File: config.mk
export PLATFORM = sky130hd
export DESIGN_NAME = fifo_rd_stream
export DESIGN_NICKNAME = d
export VERILOG_FILES = /design/src/rtl/fifo_rd_stream.sv
export SDC_FILE = /design/constraint.sdc
export NUM_CORES = 1
export LEC_CHECK = 0
export BUFFER_PORTS_ARGS = -buffer_cell sky130_fd_sc_hd__buf_2
export CORE_MARGIN = 3
export CORE_UTILIZATION = 25
export DETAILED_ROUTE_END_ITERATION = 10
export HOLD_SLACK_MARGIN = 0.03
export SETUP_SLACK_MARGIN = 0.5
export SLEW_MARGIN = 40
export SYNTH_ARGS = -nofsm -noshare
export SYNTH_HDL_FRONTEND = slang
export SYNTH_SLANG_ARGS = --single-unit
File: constraint.sdc
create_clock -name rclk -period 1.5 [get_ports rclk]
set_clock_uncertainty 0.05 [all_clocks]
set_input_delay 0.15 -clock rclk [delete_from_list [all_inputs] [get_ports rclk]]
set_output_delay 0.15 -clock rclk [all_outputs]
set_load 0.05 [all_outputs]
File: src/rtl/fifo_rd_stream.sv
// fifo_rd_stream: drains a show-ahead FIFO into a valid/ready stream
// through a 2-entry skid buffer, counting delivered words.
//
// Ports:
//   rclk, rrst_n          read clock, async active-low reset
//   fifo_rdata/rempty     FIFO head word and empty flag (show-ahead)
//   fifo_rinc             FIFO pop strobe
//   m_data/m_valid        stream output (registered)
//   m_ready               stream back-pressure
//   flush                 discard buffered words
//   xfer_cnt              saturating count of stream handshakes
module fifo_rd_stream #(
  parameter int DSIZE = 8,
  parameter int CNT_W = 16
) (
  input  logic             rclk,
  input  logic             rrst_n,
  input  logic [DSIZE-1:0] fifo_rdata,
  input  logic             fifo_rempty,
  output logic             fifo_rinc,
  output logic [DSIZE-1:0] m_data,
  output logic             m_valid,
  input  logic             m_ready,
  input  logic             flush,
  output logic [CNT_W-1:0] xfer_cnt
);

  typedef enum logic [1:0] {
    EMPTY = 2'd0,
    ONE   = 2'd1,
    TWO   = 2'd2
  } state_t;

  state_t           state;
  state_t           state_nxt;
  logic [DSIZE-1:0] head;
  logic [DSIZE-1:0] tail;
  logic [DSIZE-1:0] head_nxt;
  logic [DSIZE-1:0] tail_nxt;
  logic             push;
  logic             pop;

  // Pop decision depends only on local state, never on m_ready,
  // so the FIFO never sees a combinational path from the consumer.
  assign fifo_rinc = rrst_n & ~fifo_rempty & (state != TWO) & ~flush;

  assign push    = fifo_rinc;
  assign m_valid = (state != EMPTY);
  assign m_data  = head;
  assign pop     = m_valid & m_ready;

  always_comb begin
    state_nxt = state;
    head_nxt  = head;
    tail_nxt  = tail;
    unique case (state)
      EMPTY: begin
        if (push) begin
          state_nxt = ONE;
          head_nxt  = fifo_rdata;
        end
      end
      ONE: begin
        unique case (1'b1)
          push && !pop: begin
            state_nxt = TWO;
            tail_nxt  = fifo_rdata;
          end
          push && pop: begin
            head_nxt  = fifo_rdata;
          end
          pop && !push: begin
            state_nxt = EMPTY;
          end
          default: ;
        endcase
      end
      TWO: begin
        if (pop) begin
          state_nxt = ONE;
          head_nxt  = tail;
        end
      end
      default: state_nxt = EMPTY;
    endcase
    if (flush) state_nxt = EMPTY;
  end

  always_ff @(posedge rclk or negedge rrst_n) begin
    if (!rrst_n) begin
      state <= EMPTY;
      head  <= '0;
      tail  <= '0;
    end else begin
      state <= state_nxt;
      head  <= head_nxt;
      tail  <= tail_nxt;
    end
  end

  // A handshake in the flush cycle still counts as delivered.
  always_ff @(posedge rclk or negedge rrst_n) begin
    if (!rrst_n) begin
      xfer_cnt <= '0;
    end else if (pop && (xfer_cnt != '1)) begin
      xfer_cnt <= xfer_cnt + CNT_W'(1);
    end
  end

endmodule

* After elaboration in Yosys (flattened, before gate mapping)
Index checks and enable logic that the tools add are counted.
** Word-level totals
- Register bits :: 34
- Word-level logic and storage cells :: 42
- Input port bits :: 13
** Operators by class
- Multiplexer cells :: 9
- $add $sub $neg :: 1
- Equal/unequal tests :: 10
- Bitwise gates (word level) :: 6
- Reductions and logical operators :: 12
** Operators with widths (number)
- $mux 8 :: 3
- $pmux 8 s3 :: 1
- $add 16x1->16 const B :: 1
- $ne 16x16->1 const B :: 1
- $ne 2x2->1 const B :: 4
- $mux 2 :: 3
- $ne 3x3->1 const B :: 2
- $pmux 2 s3 :: 1
- $and 1x1->1 :: 4
- $logic_and 1x1->1 :: 4
- $ne 4x4->1 const B :: 1
- $pmux 2 s2 :: 1
- $reduce_and 4->1 :: 1
- $reduce_and 3->1 :: 1
- $reduce_bool 3->1 :: 1
- $eq 2x1->1 const B :: 1
- $eq 2x2->1 const B :: 1
- $logic_not 1->1 :: 2
- $logic_not 2->1 :: 1
- $not 1->1 :: 2
- $reduce_and 2->1 :: 1
- $reduce_bool 2->1 :: 1

* Longest topological paths before layout
Gate-level depths: netlist (run 1).
- Depth in word-level cells :: 9
- Mapped depth :: 6
- Depth with buffers taken out :: 5

* Worst setup path after synthesis (run 1)
No wires, ideal clock.
- Path kind :: flip-flop to flip-flop
- Start point :: register xfer_cnt[0]
- End point :: register xfer_cnt[8]
- Clock period less this slack :: 2037 ps
- Required time :: 1305 ps
- Path slack :: -537 ps
- Arrival :: 1842 ps
- Stages on the path, launching flop included :: 6
- Path buffers :: 0
- Library setup time :: 145 ps
- Cells stage by stage :: dfrtp_1 -> ha_1 -> nand4_1 -> or2_2 -> nor4b_1 -> xor2_1
** Between the ends
- Cells in the longest elaborated chain, start to end :: 2
- Elaborated cells on any way between the ends :: 3
- Classes of those cells :: add/sub: 1; eq/ne: 1; reduce/logical: 1
** Ends and longest elaborated chain
- start: declaration :: line 25 : output logic [CNT_W-1:0] xfer_cnt
- start signal: assignment :: line 106 : xfer_cnt <= xfer_cnt + CNT_W'(1);
- parallel branches: the longest is 2 deep, another holds $add 16x1->16
Several ways; the timed one is not identified.
A chain may end at the register's enable or synchronous reset.

* Worst setup path in the final report (run 1)
- Start point :: register xfer_cnt[8]
- End point :: register xfer_cnt[12]
Same word-level chain as after synthesis.

==> metrics list, run 1 <==
- Synth-to-Final Area Change: 85.7%
* Area of the multi-input gates: 1010 sq um
* Status: complete, but fails checks
- The floorplan step defined a die boundary enclosing 7610 sq um.
- Setup total negative slack: -1430 ps
- Sequential-to-total area share from yosys stat: 0.516
- The count of endpoints failing hold in the final timing report was 34.
- RSZ-0062 raised after global routing: yes
- Setup violations remaining at the end of the flow were counted as 23.
* Floorplan row count: 28
- During synthesis, Yosys emitted a total of 0 warnings.
* Routability congestion estimate: 0.771
- Post-synthesis instance total: 142
* Power per standard cell area: 1070 nW/um^2
- In this run the clock root is driven by a sky130_fd_sc_hd__clkbuf_8.
- For this run, the total global-route usage over all layers was measured as 0.122.
- The number of antenna violations at the first check in global routing was 0.
- Floorplan core area: 6170 sq um
- The final reports fail on hold timing, setup timing.
- For the worst-skew pair, the clock arrives at the later sink with an insertion delay of 280 ps.
- TritonCTS built the clock tree.
* Number of register bits inferred by synthesis: 34
* Required time of the critical path: 1650 ps
- Critical Setup Path Class: flip-flop to flip-flop
* Synthesized area per cell: 11.6 sq um
- FF-to-FF setup slack: -110 ps
- Die W: 87.3 microns
* Sequential standard cell area: 871 sq um
- The routed layout has 1,434 vias.
- Net count reported at finish: 252
* Number of fillers in the final layout: 545
- Total Wirelength: 4400 microns
* Share of cells above drive strength 1: 0.699
- Number of vias per cell: 4.57
* Final Cycle Share: 1.07
- Crit path time final: 1610 ps
- In the post-route analysis, the smallest setup slack over all paths is -106 ps.
- After layout, the design draws a total of 0.00327 W.
- Entering global routing, the biggest net connects 36 pins.
- Violation count after the first detailed-route iteration: 19
* Worst-path cell chain: nand4_1 -> buf_4 -> or3_1 -> nor3_2 -> xor2_1
* Worst voltage drop across the vdd grid: 0.454 mV
- Post-synthesis cell area: 1650 sq um
* Peak clock frequency supported by timing: 622 MHz
* Via count of the first global-routing pass: 1,553
- Residual DRC count: 0
- Critical path buffer and inverter count: 1
- Total iterations of the first detailed-routing run: 3
- For this run, the slowest stage of the critical path takes 400 ps.
* Max-slew headroom at the worst pin: 0.779
- Worst-path clk slew: 70 ps
- After legalization and detailed placement, the total HPWL measured 2830 microns.
- Critical path endpoint category: flip-flop
* CP arrival: 1750 ps
* Top fanout value on the critical path: 3
* Worst hold path type: input pin to asynchronous set/reset pin
* CP Launch Type: flip-flop
- Buffers inserted during clock tree synthesis total 5.
- Final-report max-slew violation count: 0
- Max Cap Viol: 0
* Post-synthesis net count: 156
* Kind of cell with the highest combined delay on the critical path: simple AND/OR/NAND/NOR gates
- Measured on the finished design, the core utilization comes to 0.497.
- Setup Slack @ Placement: -173 ps
- The largest individual stage delay along the critical path comes from the cell sky130_fd_sc_hd__dfrtp_2.
- Die span in y: 87.3 microns
- 0 antenna diodes ended up in the layout.
* Number of port buffers: 38
- Maximum number of buffers from clock root to sink: 2
- Antenna-violating nets left: 0
* IO Count: 39
- Count of clock tree sinks: 34
* Wire length per cell: 14.0 microns
* Distinct cell type count after synthesis: 31
- Leak Pwr: 1.39 nW
- Number of levels the H-tree was split into: 2
* Overall overflow remaining after global route: 0
- The initial utilization of the core area, before any placement, comes to 0.268.
* Wire length of the first global-routing pass: 7230 microns
- Worst hold slack: -188 ps
* Measured slew at the worst slew-check pin: 331 ps
==> what timing repair did <==
item | in CTS | in global routing
pin swaps | 4 | 12
resized for setup | 105 | 21
endpoints found under the setup margin | 60 | 60
cloned | 0 | 1
buffers inserted | 17 | 7
endpoints found under the hold margin | 34 | 34
==> path summary, 6_finish.rpt <==
path,start,end,cells past startpoint
setup / recovery,xfer_cnt[8]$_DFFE_PN0P_,xfer_cnt[12]$_DFFE_PN0P_,5
hold / removal,rrst_n,m_data[4]$_DFFE_PN0P_,2
setup reg to reg,xfer_cnt[8]$_DFFE_PN0P_,xfer_cnt[12]$_DFFE_PN0P_,5
hold reg to reg,tail[7]$_DFFE_PN0P_,tail[7]$_DFFE_PN0P_,1
max in group asynchronous,rrst_n,xfer_cnt[7]$_DFFE_PN0P_,2
min in group rclk,fifo_rdata[6],tail[6]$_DFFE_PN0P_,2
==> metrics by stage <==
stage	cell area [sq um]	std cells	hold WS, ps
after floorplan	1800	142	-196
after global placement	2290	281	202
after detailed placement	2290	281	201
after CTS	2890	306	-167
after global routing	3060	314	-162
final	3060	314	-188
==> report_power, final <==
group	leakage, nW	internal, W	total (W)	switching, W
logic	0.934	0.000675	0.00138	0.000702
clock network	0.0482	0.000370	0.000696	0.000326
registers	0.412	0.00107	0.00120	0.000128
==> cell families (layout without fill, tap and decap cells) <==
| logic type | count (synthesis) | after routing | share of synthesized area |
|---|---|---|---|
| AOI/OAI and AO/OA | 12 | 12 | 0.0485 |
| buffers and inverters | 6 | 103 | 0.0227 |
| DFF | 34 | 34 | 0.516 |
| muxes | 19 | 19 | 0.140 |
| xor gates and xnor gates | 15 | 15 | 0.0796 |
| and+or+nand+nor | 55 | 55 | 0.186 |
| adders and majority gates | 1 | 1 | 0.00758 |
==> synth_stat cells (all sizes together) <==
master | instances | area, sq um
and3 | 1 | 6.26
mux2 | 9 | 131
and2 | 1 | 6.26
nor4b | 1 | 8.76
nor4 | 5 | 31.3
ha | 1 | 12.5
clkbuf | 1 | 3.75
or3b | 2 | 20.0
nand3b | 1 | 7.51
nand2 | 5 | 18.8
o31ai | 1 | 21.3
nor2 | 11 | 41.3
and4 | 2 | 17.5
a21oi | 9 | 45.0
nor3b | 2 | 15.0
nor3 | 9 | 45.0
xor2 | 15 | 131
mux2i | 10 | 100
nor2b | 4 | 25.0
or3 | 1 | 6.26
nand3 | 4 | 20.0
or2 | 2 | 12.5
dfrtp | 34 | 851
buf | 5 | 33.8
o21ai | 1 | 5.00
nand4 | 4 | 25.0
o22a | 1 | 8.76
==> layer usage <==
| layer | global-route usage | routed length, microns |
|---|---|---|
| met3 | 0.0426 | 206 |
| met1 | 0.145 | 1960 |
| met4 | 0.0460 | 74 |
| met5 | 0 | 0 |
| met2 | 0.202 | 2170 |
==> flip-flops by register name, summed over array words and instances, names as in the netlist <==
name      flops
xfer_cnt     16
tail          8
m_data        8
state         2
==> cells in the final DEF (no fill, tap or decap), types with 4 or more instances in the layout <==
cell | Yosys | final
sky130_fd_sc_hd__a21oi_2 | 0 | 6
sky130_fd_sc_hd__buf_12 | 0 | 4
sky130_fd_sc_hd__buf_2 | 3 | 12
sky130_fd_sc_hd__buf_4 | 1 | 30
sky130_fd_sc_hd__buf_6 | 1 | 31
sky130_fd_sc_hd__buf_8 | 0 | 17
sky130_fd_sc_hd__clkbuf_8 | 0 | 6
sky130_fd_sc_hd__dfrtp_1 | 34 | 18
sky130_fd_sc_hd__dfrtp_2 | 0 | 16
sky130_fd_sc_hd__mux2_4 | 8 | 8
sky130_fd_sc_hd__mux2i_1 | 10 | 4
sky130_fd_sc_hd__nand2_1 | 5 | 5
sky130_fd_sc_hd__nand3_1 | 4 | 4
sky130_fd_sc_hd__nand4_1 | 4 | 4
sky130_fd_sc_hd__nor2_4 | 0 | 7
sky130_fd_sc_hd__nor3_1 | 9 | 4
sky130_fd_sc_hd__nor3_2 | 0 | 5
sky130_fd_sc_hd__xor2_1 | 15 | 15
==> layout make-up <==
cell class | count | share of cell area
clock inverters | 1 | 0.00163
multi-input cells | 102 | 0.331
well taps | 75 | 0.0306
clock buffers | 7 | 0.0282
repair buffers | 95 | 0.325
flip-flops and latches | 34 | 0.284
Power figures use the tool's default switching activity.
==> inputs of run 2 (changes only) <==
Settings changed: PLACE_DENSITY set to 0.48, REMOVE_ABC_BUFFERS set to 1, SETUP_SLACK_MARGIN 0.5 to 0.15.
==> metrics list, run 2 (same netlist as run 1, synthesis figures left out) <==
- Status: complete, but fails checks
- The final reports fail on hold timing, setup timing.
* CP arrival: 1760 ps
* Switching share of total power: 0.333
- The final number of max-transition violations was 0.
- In the finished design, the share of the clock period the worst path needs comes to 1.10.
- Part of the power in combinational logic: 0.334
- P_sw: 0.00111 W
- The routed layout has 1,391 vias.
- CP Launch Type: flip-flop
* Power Internal: 0.00223 W
- For this run, the detailed router's first-pass iteration total came to 4.
* Power per standard cell area: 1220 nW/um^2
- The register with the most flip-flops in the layout has 16 of them.
- Synth-to-Final Area Change: 65.7%
- The die covers 7610 sq um.
- IR analysis of the VDD net gives a maximum drop of 1.18 mV.
- Number of vias per cell: 4.61
* Measured slew at the worst slew-check pin: 342 ps
- Post-DP Area: 2190 sq um
- Sequential Power Share: 0.347
* Final Hold Fails: 34
- Timing would allow up to 606 MHz.
* Die span in y: 87.3 microns
- Die W: 87.3 microns
* Worst-path clk slew: 70 ps
- Once routing completed, OpenROAD measured the worst setup slack at -150 ps.
- In this run the tightest slew margin relative to its limit is 0.772.
- Leak Pwr: 1.29 nW
- Number of antenna repair diodes: 0
- IO Count: 39
- The routed design could run at a clock period as short as 1650 ps.
* Reg with most FFs: xfer_cnt
- Overall overflow remaining after global route: 0
- In the final layout, the share of cells above drive strength 1 is 0.621.
- The initialized floorplan defines 28 standard-cell rows.
* Critical Setup Path Class: flip-flop to flip-flop
- Pin count of the biggest net entering global routing: 36
- Residual DRC count: 0
- In the layout the commonest cells are 35 x sky130_fd_sc_hd__buf_4, 33 x sky130_fd_sc_hd__dfrtp_1, 32 x sky130_fd_sc_hd__buf_2, 15 x sky130_fd_sc_hd__xor2_1.
- CTS tree: built
- Number of levels the H-tree was split into: 2
- Via count of the first global-routing pass: 1,395
- Summed over all nets, the half-perimeter wirelength after detailed placement is 2800 microns.
- The initial utilization of the core area, before any placement, comes to 0.268.
* Total routing resource utilization after global routing: 0.119
- Worst hold slack: -183 ps
- Of all nets on the critical path, the largest fanout is 7.
- The clock drives 34 sinks.
- In this run the remaining antenna-violating nets after routing total 0.
* Required time of the critical path: 1610 ps
* Worst hold path type: input pin to asynchronous set/reset pin
* Initial antenna violation count: 0
* Insertion delay of the later-clocked pin in the worst-skew pair: 290 ps
- After routing the design area is 2740 sq um.
- Of the total power, the clock network draws 0.319.
- Number of port buffers: 38
* Total Wirelength: 4420 microns
- CTS placed an instance of sky130_fd_sc_hd__clkbuf_8 at the clock tree root.
- Routability congestion estimate: 0.777
- No sink is reached through more buffers than the 2 on the longest clock path.
- After detailed routing, the average wire length per cell comes to 14.6 microns.
- Setup repair after global routing could not meet its margin everywhere.
- Violation count after the first detailed-route iteration: 41
- Cts bufs inserted: 5
- Leaving out fill and tap cells, the most frequent cell in the layout is sky130_fd_sc_hd__buf_4.
- Floorplan core area: 6170 sq um
- Setup violations remaining at the end of the flow were counted as 24.
- Wire length of the first global-routing pass: 6930 microns
* Critical path endpoint category: flip-flop
- Max-cap violations in this run came to 0.
* Net count reported at finish: 240
run 2: critical path, cell delays in order, from the launching register on:
cell                      delay, ps
sky130_fd_sc_hd__dfrtp_1        400
sky130_fd_sc_hd__nand4_1        220
sky130_fd_sc_hd__nor4_2         330
sky130_fd_sc_hd__buf_4          280
sky130_fd_sc_hd__nor4_1          90
sky130_fd_sc_hd__xor2_1         150
run 2: worst paths after layout:
check                                        start                       end  slack (ps)  depth (start not counted)
max                        xfer_cnt[7]$_DFFE_PN0P_  xfer_cnt[13]$_DFFE_PN0P_        -150                          5
min in group rclk                    fifo_rdata[2]       tail[2]$_DFFE_PN0P_          60                          2
max in group asynchronous                   rrst_n      state[0]$_DFFE_PN0P_        1310                          2
max reg2reg                xfer_cnt[7]$_DFFE_PN0P_  xfer_cnt[13]$_DFFE_PN0P_        -150                          5
min                                         rrst_n     m_data[2]$_DFFE_PN0P_        -180                          2
min reg2reg                    tail[3]$_DFFE_PN0P_       tail[3]$_DFFE_PN0P_         460                          1
run 2: cell type report:
| class | count | area, sq um |
|---|---|---|
| fill | 600 | 3430 |
| sequential | 34 | 852 |
| clock inverter | 2 | 60.1 |
| clock buffer | 6 | 82.6 |
| timing repair buffer | 83 | 641 |
| multi-input combinational | 102 | 1010 |
| tap | 75 | 93.8 |
run 2: timing repair:
item / CTS / global route
cloned: 0 / 1
resized for setup: 40 / 40
endpoints found under the hold margin: 34 / 34
endpoints found under the setup margin: 37 / 39
pin swaps: 19 / 6
buffers inserted: 3 / 4
run 2: power by group through the flow:
| stage | Sequential, W | Clock (W) | Combinational, W |
|---|---|---|---|
| after floorplan | 0.00154 | 0 | 0.000221 |
| after global placement | 0.00115 | 0 | 0.000962 |
| after detailed placement | 0.00116 | 0 | 0.000957 |
| after CTS | 0.00114 | 0.00110 | 0.00100 |
| after global routing | 0.00117 | 0.00115 | 0.00118 |
| final | 0.00116 | 0.00107 | 0.00112 |
run 2: layer usage:
layer	wire length [microns]	GRT usage	vias up
met1	2060	0.162	678
li1	-	-	671
met2	2040	0.179	36
met5	0	0	-
met4	59	0.0418	0
met3	261	0.0331	6
run 2: metrics by stage:
stage          setup WS, ps  TNS [ps]  total power [W]  cells   util
3_3_place_gp           -181     -3150          0.00211    286  0.355
4_1_cts               -96.6     -1030          0.00324    297  0.411
2_1_floorplan         -1170    -17760          0.00176    136      -
5_1_grt                -222     -3500          0.00350    302  0.444
3_5_place_dp           -229     -3930          0.00211    286  0.355
6_report               -150     -1810          0.00334    302  0.444
==> inputs of run 3 (changes only) <==
Settings changed: PLACE_DENSITY 0.48 to unset.
==> metrics list, run 3 (same netlist as run 1, synthesis figures left out) <==
* Peak clock frequency supported by timing: 625 MHz
* Residual DRC count: 0
- Flip-flop count of the largest register, all copies and words added: 16
* Critical Setup Path Class: flip-flop to flip-flop
- In this run the vertical extent of the chip is 87.3 microns.
- The initial utilization of the core area, before any placement, comes to 0.268.
* Cts bufs inserted: 5
- Of the total power, combinational logic draws 0.374.
- Number of port buffers: 38
* Clock group share of total power: 0.239
- In this run the power density over the cells is 1100 nW/um^2.
* Setup Slack @ Placement: -224 ps
* Net count reported at finish: 246
- Before antenna repair, the detailed router went through 4 iterations.
* IO Count: 39
- The top cell types in the final layout, fill and taps aside, are 35 x sky130_fd_sc_hd__buf_4, 34 x sky130_fd_sc_hd__dfrtp_1, 33 x sky130_fd_sc_hd__buf_2, 16 x sky130_fd_sc_hd__buf_6, 15 x sky130_fd_sc_hd__xor2_1.
- Final std cells w/o fill: 308
* CTS tree: built
- Worst Setup Slack, final: -100 ps
* Switching share of total power: 0.369
- The tree built by TritonCTS fans out to 34 sinks.
* Total routing resource utilization after global routing: 0.129
* Overall overflow remaining after global route: 0
* Worst hold path type: input pin to asynchronous set/reset pin
* Final design utilization: 0.437
- After detailed routing, the average wire length per cell comes to 15.2 microns.
- After clock tree synthesis, the clock-pin slew on the worst setup and hold paths is 70 ps.
* Antenna-violating nets left: 0
- Total power for the finished layout comes to 0.00296 W.
- Across the VDD grid, the largest voltage drop is 1.12 mV.
- Wire length of the first global-routing pass: 7580 microns
- Most frequent standard cell in the layout excluding fill and tap cells: sky130_fd_sc_hd__buf_4
* Critical path endpoint category: flip-flop
- Summing over every cut layer, the via total after detailed routing is 1,425.
* Max Cap Viol: 0
* Total Wirelength: 4690 microns
* Final Cycle Share: 1.07
- The share of total power dissipated in sequential elements is 0.388.
* Share of cells above drive strength 1: 0.592
- The internal portion of the total power is 0.00187 W.
- After detailed routing, the number of vias per cell comes to 4.63.
- Number of fillers in the final layout: 589
- Area of the die: 7610 sq um
- RSZ-0062 raised after global routing: yes
* Pin count of the biggest net entering global routing: 36
* Final Hold Fails: 34
* Top fanout value on the critical path: 4
- Initial antenna violation count: 0
* Violation count after the first detailed-route iteration: 23
- CP arrival: 1760 ps
- P_sw: 0.00109 W
* Required time of the critical path: 1660 ps
* Insertion delay of the later-clocked pin in the worst-skew pair: 290 ps
* Final-report max-slew violation count: 0
- The clock passes through at most 2 buffers.
- Once detailed placement completed, the half-perimeter wirelength came to 2910 microns.
- Worst hold slack: -99.0 ps
- The H-tree was split into 2 levels.
- In the final layout, the multi-input gates occupy 952 sq um.
- The checks that failed: hold timing, setup timing.
- The run finished, with violations left.
* Leak Pwr: 1.32 nW
* Crit path time final: 1600 ps
- Summing all flip-flop and latch instances after layout gives 851 sq um.
- For the pin with the worst max-slew slack, the measured transition is 458 ps.
- Setup violations remaining at the end of the flow were counted as 26.
- 0 antenna diodes ended up in the layout.
- Reg with most FFs: xfer_cnt
- The area growth from synthesis to layout is 63.2%.
* Max-slew headroom at the worst pin: 0.694
- The via count of the first global-routing pass was 1,508.
- CP Launch Type: flip-flop
* Die W: 87.3 microns
- Floorplan core area: 6170 sq um
- The congestion estimate from routability-driven global placement came to 0.773.
- The tree is rooted in a sky130_fd_sc_hd__clkbuf_8.
* FF-to-FF setup slack: -100 ps
- Floorplan row count: 28
* Total instance count after detailed placement: 284
run 3: layout make-up:
class / count / area share
clock buffers: 7 / 0.0320
clock inverters: 1 / 0.00186
multi-input cells: 102 / 0.353
well taps: 75 / 0.0348
repair buffers: 89 / 0.262
flip-flops and latches: 34 / 0.316
run 3: per-layer routing:
layer  part of all wire  track usage  routed length, microns
met5                  0            0                       0
met4             0.0094       0.0460                      44
met3              0.042       0.0293                     195
met2               0.52        0.219                    2460
met1               0.42        0.159                    1990
run 3: worst max-delay path: stages, from the launching register on:
cell	delay, ps
sky130_fd_sc_hd__dfrtp_1	350
sky130_fd_sc_hd__ha_1	170
sky130_fd_sc_hd__nand4_1	190
sky130_fd_sc_hd__or2_4	340
sky130_fd_sc_hd__nor4b_4	270
sky130_fd_sc_hd__xor2_1	160
run 3: timing repair:
item	4_1_cts	5_1_grt
hold endpoints to repair	34	34
setup endpoints to repair	34	37
buffers inserted	7	8
pin swaps	11	16
gates cloned	1	0
gates resized for setup	40	31
run 3: power groups by stage:
stage | Clock (W) | Combinational, W | Sequential (W)
3_5_place_dp | 0 | 0.000977 | 0.00115
6_report | 0.000706 | 0.00110 | 0.00115
5_1_grt | 0.000778 | 0.00117 | 0.00116
4_1_cts | 0.000724 | 0.00104 | 0.00114
2_1_floorplan | 0 | 0.000221 | 0.00154
3_3_place_gp | 0 | 0.000959 | 0.00115
run 3: path summary, 6_finish.rpt:
check | from | endpoint | cells past startpoint
setup reg to reg | xfer_cnt[0]$_DFFE_PN0P_ | xfer_cnt[8]$_DFFE_PN0P_ | 5
hold reg to reg | tail[1]$_DFFE_PN0P_ | tail[1]$_DFFE_PN0P_ | 1
hold / removal | rrst_n | xfer_cnt[7]$_DFFE_PN0P_ | 2
max in group asynchronous | rrst_n | xfer_cnt[1]$_DFFE_PN0P_ | 2
setup / recovery | xfer_cnt[0]$_DFFE_PN0P_ | xfer_cnt[8]$_DFFE_PN0P_ | 5
min in group rclk | fifo_rdata[2] | tail[2]$_DFFE_PN0P_ | 2
run 3: stage by stage:
| stage | instance area (sq um) | hold WS (ps) | TNS [ps] |
|---|---|---|---|
| after floorplan | 1610 | -196 | -17760 |
| after detailed placement | 2180 | 223 | -4590 |
| after global routing | 2690 | -76.0 | -3220 |
| after global placement | 2180 | 221 | -2770 |
| final | 2690 | -99.0 | -1070 |
| after CTS | 2510 | -84.5 | -732 |
